--- src/rtl/spi_reg_bridge.sv ---
// Byte-level SPI-to-register transaction engine: command, multi-byte address, and an
// auto-incrementing read/write data burst with range checking and read prefetch.
module spi_reg_bridge #(
  parameter int          ADDR_W    = 8,
  parameter int unsigned REG_COUNT = 256,
  parameter logic [7:0]  ERR_BYTE  = 8'hFF
) (
  input  logic              clk,
  input  logic              rst_n,
  input  logic              cs_n,
  input  logic [7:0]        rx_byte,
  input  logic              rx_valid,
  output logic [7:0]        tx_byte,
  output logic [ADDR_W-1:0] reg_addr,
  output logic [7:0]        reg_wdata,
  output logic              reg_we,
  output logic              reg_re,
  input  logic [7:0]        reg_rdata,
  output logic              busy,
  output logic              err
);

  localparam int         ADDR_BYTES = ADDR_W / 8;
  localparam logic [1:0] LAST_CNT   = 2'(ADDR_BYTES - 1);

  typedef enum logic [2:0] {
    S_IDLE,
    S_CMD,
    S_ADDR,
    S_WRITE,
    S_READ
  } state_t;

  state_t            state, state_d;
  logic              cmd_rd, cmd_rd_d;
  logic              cmd_noinc, cmd_noinc_d;
  logic [1:0]        byte_cnt, byte_cnt_d;
  logic [ADDR_W-1:0] cur_addr, cur_addr_d;
  logic [ADDR_W-1:0] reg_addr_d;
  logic [7:0]        reg_wdata_d;
  logic              we_d, re_d, err_d;
  logic              wr_fire, rd_issue;
  logic              rd_err_d;
  logic              rd_err_p1;
  logic              rd_vld_p2, rd_err_p2;

  function automatic logic addr_ok(input logic [ADDR_W-1:0] a);
    return 32'(a) < REG_COUNT;
  endfunction

  // Addresses at or above REG_COUNT count on modulo 2**ADDR_W instead of wrapping early.
  function automatic logic [ADDR_W-1:0] addr_next(input logic [ADDR_W-1:0] a,
                                                  input logic hold);
    if (hold)
      return a;
    if (32'(a) == REG_COUNT - 1)
      return '0;
    return a + ADDR_W'(1);
  endfunction

  always_comb begin
    state_d     = state;
    cmd_rd_d    = cmd_rd;
    cmd_noinc_d = cmd_noinc;
    byte_cnt_d  = byte_cnt;
    cur_addr_d  = cur_addr;
    reg_wdata_d = reg_wdata;
    we_d        = 1'b0;
    re_d        = 1'b0;
    err_d       = 1'b0;
    rd_err_d    = 1'b0;
    wr_fire     = 1'b0;
    rd_issue    = 1'b0;

    if (cs_n) begin
      state_d = S_IDLE;
    end else begin
      case (state)
        S_IDLE: state_d = S_CMD;
        S_CMD: begin
          if (rx_valid) begin
            cmd_rd_d    = rx_byte[7];
            cmd_noinc_d = rx_byte[6];
            byte_cnt_d  = '0;
            state_d     = S_ADDR;
          end
        end
        S_ADDR: begin
          if (rx_valid) begin
            cur_addr_d = (cur_addr << 8) | ADDR_W'(rx_byte);
            byte_cnt_d = byte_cnt + 2'd1;
            if (byte_cnt == LAST_CNT) begin
              state_d  = cmd_rd ? S_READ : S_WRITE;
              rd_issue = cmd_rd;
            end
          end
        end
        S_WRITE: begin
          if (rx_valid) begin
            wr_fire = 1'b1;
            if (addr_ok(cur_addr)) begin
              we_d        = 1'b1;
              reg_wdata_d = rx_byte;
            end else begin
              err_d = 1'b1;
            end
            cur_addr_d = addr_next(cur_addr, cmd_noinc);
          end
        end
        S_READ: begin
          if (rx_valid) begin
            cur_addr_d = addr_next(cur_addr, cmd_noinc);
            rd_issue   = 1'b1;
          end
        end
        default: state_d = S_IDLE;
      endcase
    end

    // A read is issued for the address being entered, a write for the one being left.
    if (rd_issue) begin
      if (addr_ok(cur_addr_d)) begin
        re_d = 1'b1;
      end else begin
        err_d    = 1'b1;
        rd_err_d = 1'b1;
      end
    end
    reg_addr_d = wr_fire ? cur_addr : cur_addr_d;
  end

  always_ff @(posedge clk or negedge rst_n) begin
    if (!rst_n) begin
      state     <= S_IDLE;
      cmd_rd    <= 1'b0;
      cmd_noinc <= 1'b0;
      byte_cnt  <= '0;
      cur_addr  <= '0;
      reg_addr  <= '0;
      reg_wdata <= 8'h00;
      reg_we    <= 1'b0;
      reg_re    <= 1'b0;
      err       <= 1'b0;
      rd_err_p1 <= 1'b0;
    end else begin
      state     <= state_d;
      cmd_rd    <= cmd_rd_d;
      cmd_noinc <= cmd_noinc_d;
      byte_cnt  <= byte_cnt_d;
      cur_addr  <= cur_addr_d;
      reg_addr  <= reg_addr_d;
      reg_wdata <= reg_wdata_d;
      reg_we    <= we_d;
      reg_re    <= re_d;
      err       <= err_d;
      rd_err_p1 <= rd_err_d;
    end
  end

  // p1 -> p2: register file returns data the cycle after reg_re
  always_ff @(posedge clk or negedge rst_n) begin
    if (!rst_n) begin
      rd_vld_p2 <= 1'b0;
      rd_err_p2 <= 1'b0;
    end else begin
      rd_vld_p2 <= reg_re & ~cs_n;
      rd_err_p2 <= rd_err_p1 & ~cs_n;
    end
  end

  // p2 -> tx: prefetched byte for the next SPI transfer
  always_ff @(posedge clk or negedge rst_n) begin
    if (!rst_n) begin
      tx_byte <= 8'h00;
    end else if (cs_n) begin
      tx_byte <= 8'h00;
    end else if (rd_vld_p2) begin
      tx_byte <= reg_rdata;
    end else if (rd_err_p2) begin
      tx_byte <= ERR_BYTE;
    end
  end

  assign busy = (state != S_IDLE);

endmodule

--- config.mk ---
export PLATFORM = sky130hd
export DESIGN_NAME = spi_reg_bridge
export DESIGN_NICKNAME = d
export VERILOG_FILES = /design/src/rtl/spi_reg_bridge.sv
export SDC_FILE = /design/constraint.sdc
export NUM_CORES = 1
export LEC_CHECK = 0
export ABC_AREA = 0
export CORE_ASPECT_RATIO = 0.8
export CORE_MARGIN = 2
export CORE_UTILIZATION = 38
export DETAILED_ROUTE_END_ITERATION = 6
export GPL_ROUTABILITY_DRIVEN = 0
export PLACE_DENSITY = 0.7
export SKIP_CTS_REPAIR_TIMING = 1
export SLEW_MARGIN = 20
export SYNTH_ARGS = -nofsm -noshare
export SYNTH_HDL_FRONTEND = slang
export SYNTH_SLANG_ARGS = --single-unit
--- constraint.sdc ---
create_clock -name clk -period 2.4 [get_ports clk]
set_clock_uncertainty 0.15 [all_clocks]
set_input_delay 0.24 -clock clk [delete_from_list [all_inputs] [get_ports clk]]
set_output_delay 0.24 -clock clk [all_outputs]
set_load 0.1 [all_outputs]
Word level (Yosys, flattened, before mapping)
Index checks and enable logic that the tools add are counted.
{"block": "op_classes", "mux": 46, "eq_ne": 11, "addsub": 2, "bitwise": 2, "n_reduce_logical": 10}
{"op": "$mux W8", "count": 13}
{"op": "$pmux W8 S3", "count": 1}
{"op": "$mux W1", "count": 22}
{"op": "$mux W3", "count": 5}
{"op": "$pmux W3 S4", "count": 1}
{"op": "$ne A3 B3 Y1 const B", "count": 3}
{"op": "$add A8 B1 Y8 const B", "count": 1}
{"op": "$eq A8 B8 Y1 const B", "count": 1}
{"op": "$reduce_and A4 Y1", "count": 2}
{"op": "$eq A3 B2 Y1 const B", "count": 2}
{"op": "$reduce_and A3 Y1", "count": 2}
{"op": "$reduce_bool A3 Y1", "count": 2}
{"op": "$mux W2", "count": 2}
{"op": "$ne A2 B2 Y1 const B", "count": 2}
{"op": "$pmux W2 S2", "count": 1}
{"op": "$eq A3 B1 Y1 const B", "count": 1}
{"op": "$eq A3 B3 Y1 const B", "count": 1}
{"op": "$logic_not A3 Y1", "count": 1}
{"op": "$add A2 B1 Y2 const B", "count": 1}
{"op": "$logic_not A2 Y1", "count": 1}
{"op": "$ne A2 B1 Y1 const B", "count": 1}
{"op": "$pmux W1 S2", "count": 1}
{"op": "$reduce_bool A2 Y1", "count": 1}
{"op": "$reduce_or A2 Y1", "count": 1}
{"op": "other kinds (2)", "count": 2}
{"block": "totals", "output_inout_bits": 28, "reg_bits": 42, "in_bits": 20, "wordCells": 82}

Depth between registers and ports, before layout
{"block": "depth", "ltp_word": 14, "depth_mapped": 7, "ltp_nobuf": 6}

Least setup slack after synthesis
Ideal clock, no wire load.
{"block": "synth_path", "path_type": "register to register", "startpoint": "register state[2]", "endpoint": "register reg_addr[6]", "period_less_slack_ns": 2.046, "setup_ns": 0.126, "path_buffers": 1, "slack_ns": 0.354, "arrival_ns": 1.770, "required_ns": 2.124, "path_stages_with_launch": 7, "path_cell_list": "dfrtp_1 buf_4 or3b_4 a211oi_4 nand3_2 a211o_1 a221o_1"}
{"block": "synth_via", "elab_chain_len": 4, "word_cells_on_any_way": 8, "classes_between": "eq/ne: 3; mux: 5"}
{"item": "from (decl)", "line": "34", "text": "state_t state, state_d;"}
{"item": "from (signal assigned)", "line": "146", "text": "state <= state_d;"}
{"item": "$eq A3 B3 Y1 or $eq A3 B2 Y1 (tied branches)", "line": "78", "text": "case (state)"}
{"item": "$pmux W8 S3 or $mux W1 (tied branches)", "line": "78"}
{"item": "$mux W8 or $mux W1 (tied branches)"}
{"item": "$mux W8 (*)", "line": "129", "text": "reg_addr_d = wr_fire ? cur_addr : cur_addr_d;"}
{"item": "via reg_addr_d[6]", "line": "39", "text": "logic [ADDR_W-1:0] reg_addr_d;"}
{"item": "to (signal assigned)", "line": "151", "text": "reg_addr <= reg_addr_d;"}
{"item": "to (decl)", "line": "14", "text": "output logic [ADDR_W-1:0] reg_addr,"}
The timed path passes the listed nets; every way through them passes the cells marked *.
A chain may end at the register's enable or synchronous reset.

Worst setup path after layout
Ends and elaborated chain as after synthesis.

==> results.cfg <==
[worst_setup_path]
cp_cell_sequence = or3b_4 > a211oi_4 > nand3_2 > a211o_1 > a221o_1
cp_slowest_cell = dfrtp_1
worstPathArrival_ps = 2250
crit_required_ps = 2430
cp-start-kind = flip-flop
path_delay_family = compound AO/OA/AOI/OAI gates
max_stage_delay_ps = 500
crit_fanout = 11
critPathKind = flip-flop to flip-flop
setup.worst_path.end_class = flip-flop
cp.buffers_inverters = 0

[clock_network]
cts-buffers-inserted = 5
cts.sinks = 42
cts_tree = done
cts-root-buf = clkbuf_8
htreeDepth = 2
clk_path_buf_depth = 2
insertion_delay_ps = 290
cts.clk_slew.worst_paths_ps = 80

[layout]
fin_util_pct = 51.7
diodes = 0
fin_nets = 303
fillers = 515
stdcell_count = 360
area_delta_synth_final_pct = 29.4
layout-drive-gt1-share_pct = 24.5
stdcell_area_sq_um = 2870

[synth]
ys_warn_count = 0
synth_cells = 228
synth-seq-area-share_pct = 47.4
synth_nets = 250
ys_ff_latch = 42
synth_cell_type_count = 52
synth_area_sq_um = 2220
synth_ff_type = dfrtp_1
avgSynthCellArea_sq_um = 9.74
synthArstFlopShare_pct = 100
synth_edf_count = 0

[timing]
slew-limit-headroom_pct = 58.2
timing.fmax_ghz = 0.450
tightest_slew_ps = 627
finalCriticalPeriod_ps = 2220
fin_worst_hold_slack_ps = 332
setup_viol = 0
slew_violations = 0
setup_tns_ps = 0
rsz0062_at_grt = false
post-route-period-util_pct = 92.7
hold_viol_final = 0

[floorplan]
core.rowCount = 24
die_w_microns = 89.5
die-area_sq_um = 6470
initial_core_util_pct = 40.0
die_h_microns = 72.4
core_area_sq_um = 5560
io-pin-count = 48

[drt]
drt_iter0_markers = 111
ant_nets = 0
totalWireLength_mm = 5.22
wire_per_inst_microns = 14.5
drc_errors = 0
num_vias = 1890
viasPerCell = 5.25
dr.pass1.iters = 4

[hold_path]
hp-class = flip-flop to flip-flop

[placed_design]
hpwl_mm = 3.90
io_buffer_count = 46
placed_area_sq_um = 2750
placed_cells = 351

[global_route]
gr-total-overflow = 0
grt_pass1_vias = 1747
grt_pass1_wl_mm = 8.69
grt_antenna_before_repair = 0
grtUsageTotal_pct = 17.5
grt_max_degree = 30

[outcome]
status = finished, final reports clean

[job]
maxCapViolCount = 0

[power]
power_density_nw_per_um2 = 1010
vdd_drop_max_mv = 0.480
p_leak_uw = 0.00128
-- worst paths after layout --
path	startpoint	end	slack, ps	depth (start not counted)
hold reg to reg	byte_cnt[1]$_DFFE_PN0P_	byte_cnt[1]$_DFFE_PN0P_	330	2
max in group asynchronous	rst_n	cur_addr[2]$_DFF_PN0_	1170	3
min in group asynchronous	rst_n	reg_wdata[3]$_DFFE_PN0P_	350	2
hold / removal	byte_cnt[1]$_DFFE_PN0P_	byte_cnt[1]$_DFFE_PN0P_	330	2
setup reg to reg	state[2]$_DFFE_PN0P_	reg_addr[6]$_DFF_PN0_	180	5
setup / recovery	state[2]$_DFFE_PN0P_	reg_addr[6]$_DFF_PN0_	180	5
-- cell usage in the layout, fill, tap and decap left out, types with 2 or more instances in the layout --
| cell type | synthesis | final |
|---|---|---|
| buf_4 | 2 | 44 |
| dfrtp_1 | 42 | 42 |
| nor2_1 | 23 | 23 |
| nand2_1 | 22 | 22 |
| clkdlybuf4s50_1 | 0 | 18 |
| o21ai_0 | 12 | 12 |
| mux2i_1 | 11 | 11 |
| mux2_2 | 10 | 10 |
| nand3_1 | 7 | 7 |
| a21oi_1 | 7 | 7 |
| nor2b_1 | 7 | 7 |
| nand2b_1 | 5 | 5 |
| o22ai_1 | 5 | 5 |
| clkbuf_8 | 0 | 5 |
| inv_1 | 4 | 4 |
| nor3_1 | 4 | 4 |
| a31oi_1 | 4 | 4 |
| a221o_1 | 3 | 3 |
| o31ai_1 | 3 | 3 |
| or3_1 | 2 | 2 |
| nor3b_1 | 2 | 2 |
| and3b_1 | 2 | 2 |
| a2bb2oi_1 | 2 | 2 |
| nand4_1 | 2 | 2 |
| a211o_1 | 2 | 2 |
| or4_1 | 2 | 2 |
| a22oi_1 | 2 | 2 |
| a2111oi_0 | 2 | 2 |
| ha_1 | 2 | 2 |
-- cell usage after synthesis (2+ instances only) --
library cell	number	share of area, %
a2111oi_0	2	0.79
a211o_1	2	0.79
a21oi_1	7	1.6
a221o_1	3	1.4
a22oi_1	2	0.68
a2bb2oi_1	2	0.79
a31oi_1	4	1.1
and3b_1	2	0.79
buf_2	5	1.1
buf_4	2	0.68
clkbuf_1	9	1.5
dfrtp_1	42	47
ha_1	2	1.1
inv_1	4	0.68
mux2_2	10	5.1
mux2i_1	11	5.0
nand2_1	22	3.7
nand2b_1	5	1.4
nand3_1	7	1.6
nand4_1	2	0.56
nor2_1	23	3.9
nor2b_1	7	2.0
nor3_1	4	0.90
nor3b_1	2	0.68
o21ai_0	12	2.7
o22ai_1	5	1.4
o31ai_1	3	1.0
or3_1	2	0.56
or4_1	2	0.68
-- through the flow --
step / worst slack, ps / power (uW)
after floorplan: 354 / 2000
after global placement: 164 / 2350
after detailed placement: 90.5 / 2360
after CTS: 182 / 2930
after global routing: 51.6 / 3050
final: 176 / 2900
-- worst register-to-register path, cell delays in order, from the launching register on --
cell	delay [ps]
dfrtp_1	500
or3b_4	440
a211oi_4	300
nand3_2	130
a211o_1	310
a221o_1	290
-- sequential cells by signal, indices dropped and copies added, names as in the netlist --
signal and flops:
reg_wdata 8, state 3, reg_we 1, reg_addr 8, cur_addr 8, reg_re 1, byte_cnt 2, cmd_noinc 1
rd_vld_p2 1, cmd_rd 1, tx_byte 8
-- logic make-up (layout without fill, tap and decap cells) --
group / Yosys count / count (layout) / synth area share (%)
simple gates: 87 / 87 / 20.1
compound gates: 52 / 52 / 16.4
flops: 42 / 42 / 47.4
buf+inv: 22 / 76 / 4.40
mux: 21 / 21 / 10.0
fa+ha+maj: 2 / 2 / 1.13
other cells: 1 / 1 / 0.169
xor+xnor: 1 / 1 / 0.395
-- final cells by class --
cell class | count | area [sq um] | share of cell area [%]
flip-flops and latches | 42 | 1050 | 36.6
clock buffers | 5 | 68.8 | 2.40
well taps | 78 | 97.6 | 3.40
clock inverters | 3 | 43.8 | 1.52
multi-input cells | 164 | 1070 | 37.3
repair buffers | 64 | 526 | 18.3
inverters | 4 | 15.0 | 0.523
-- power by group --
group	internal, uW	switching (uW)	leakage [uW]	total [uW]
Sequential	866	116	0.000539	981
Clock	312	249	0.0000585	561
Combinational	371	990	0.000682	1360
-- routing by layer --
metal  global-route usage, %  vias up  routed length (microns)
met1                    26.7      907                     2580
met5                       0        -                        0
li1                        -      919                        -
met3                    4.66        2                      337
met4                    2.99        0                       10
met2                    25.2       62                     2290
(Power assumes the default switching activity.)
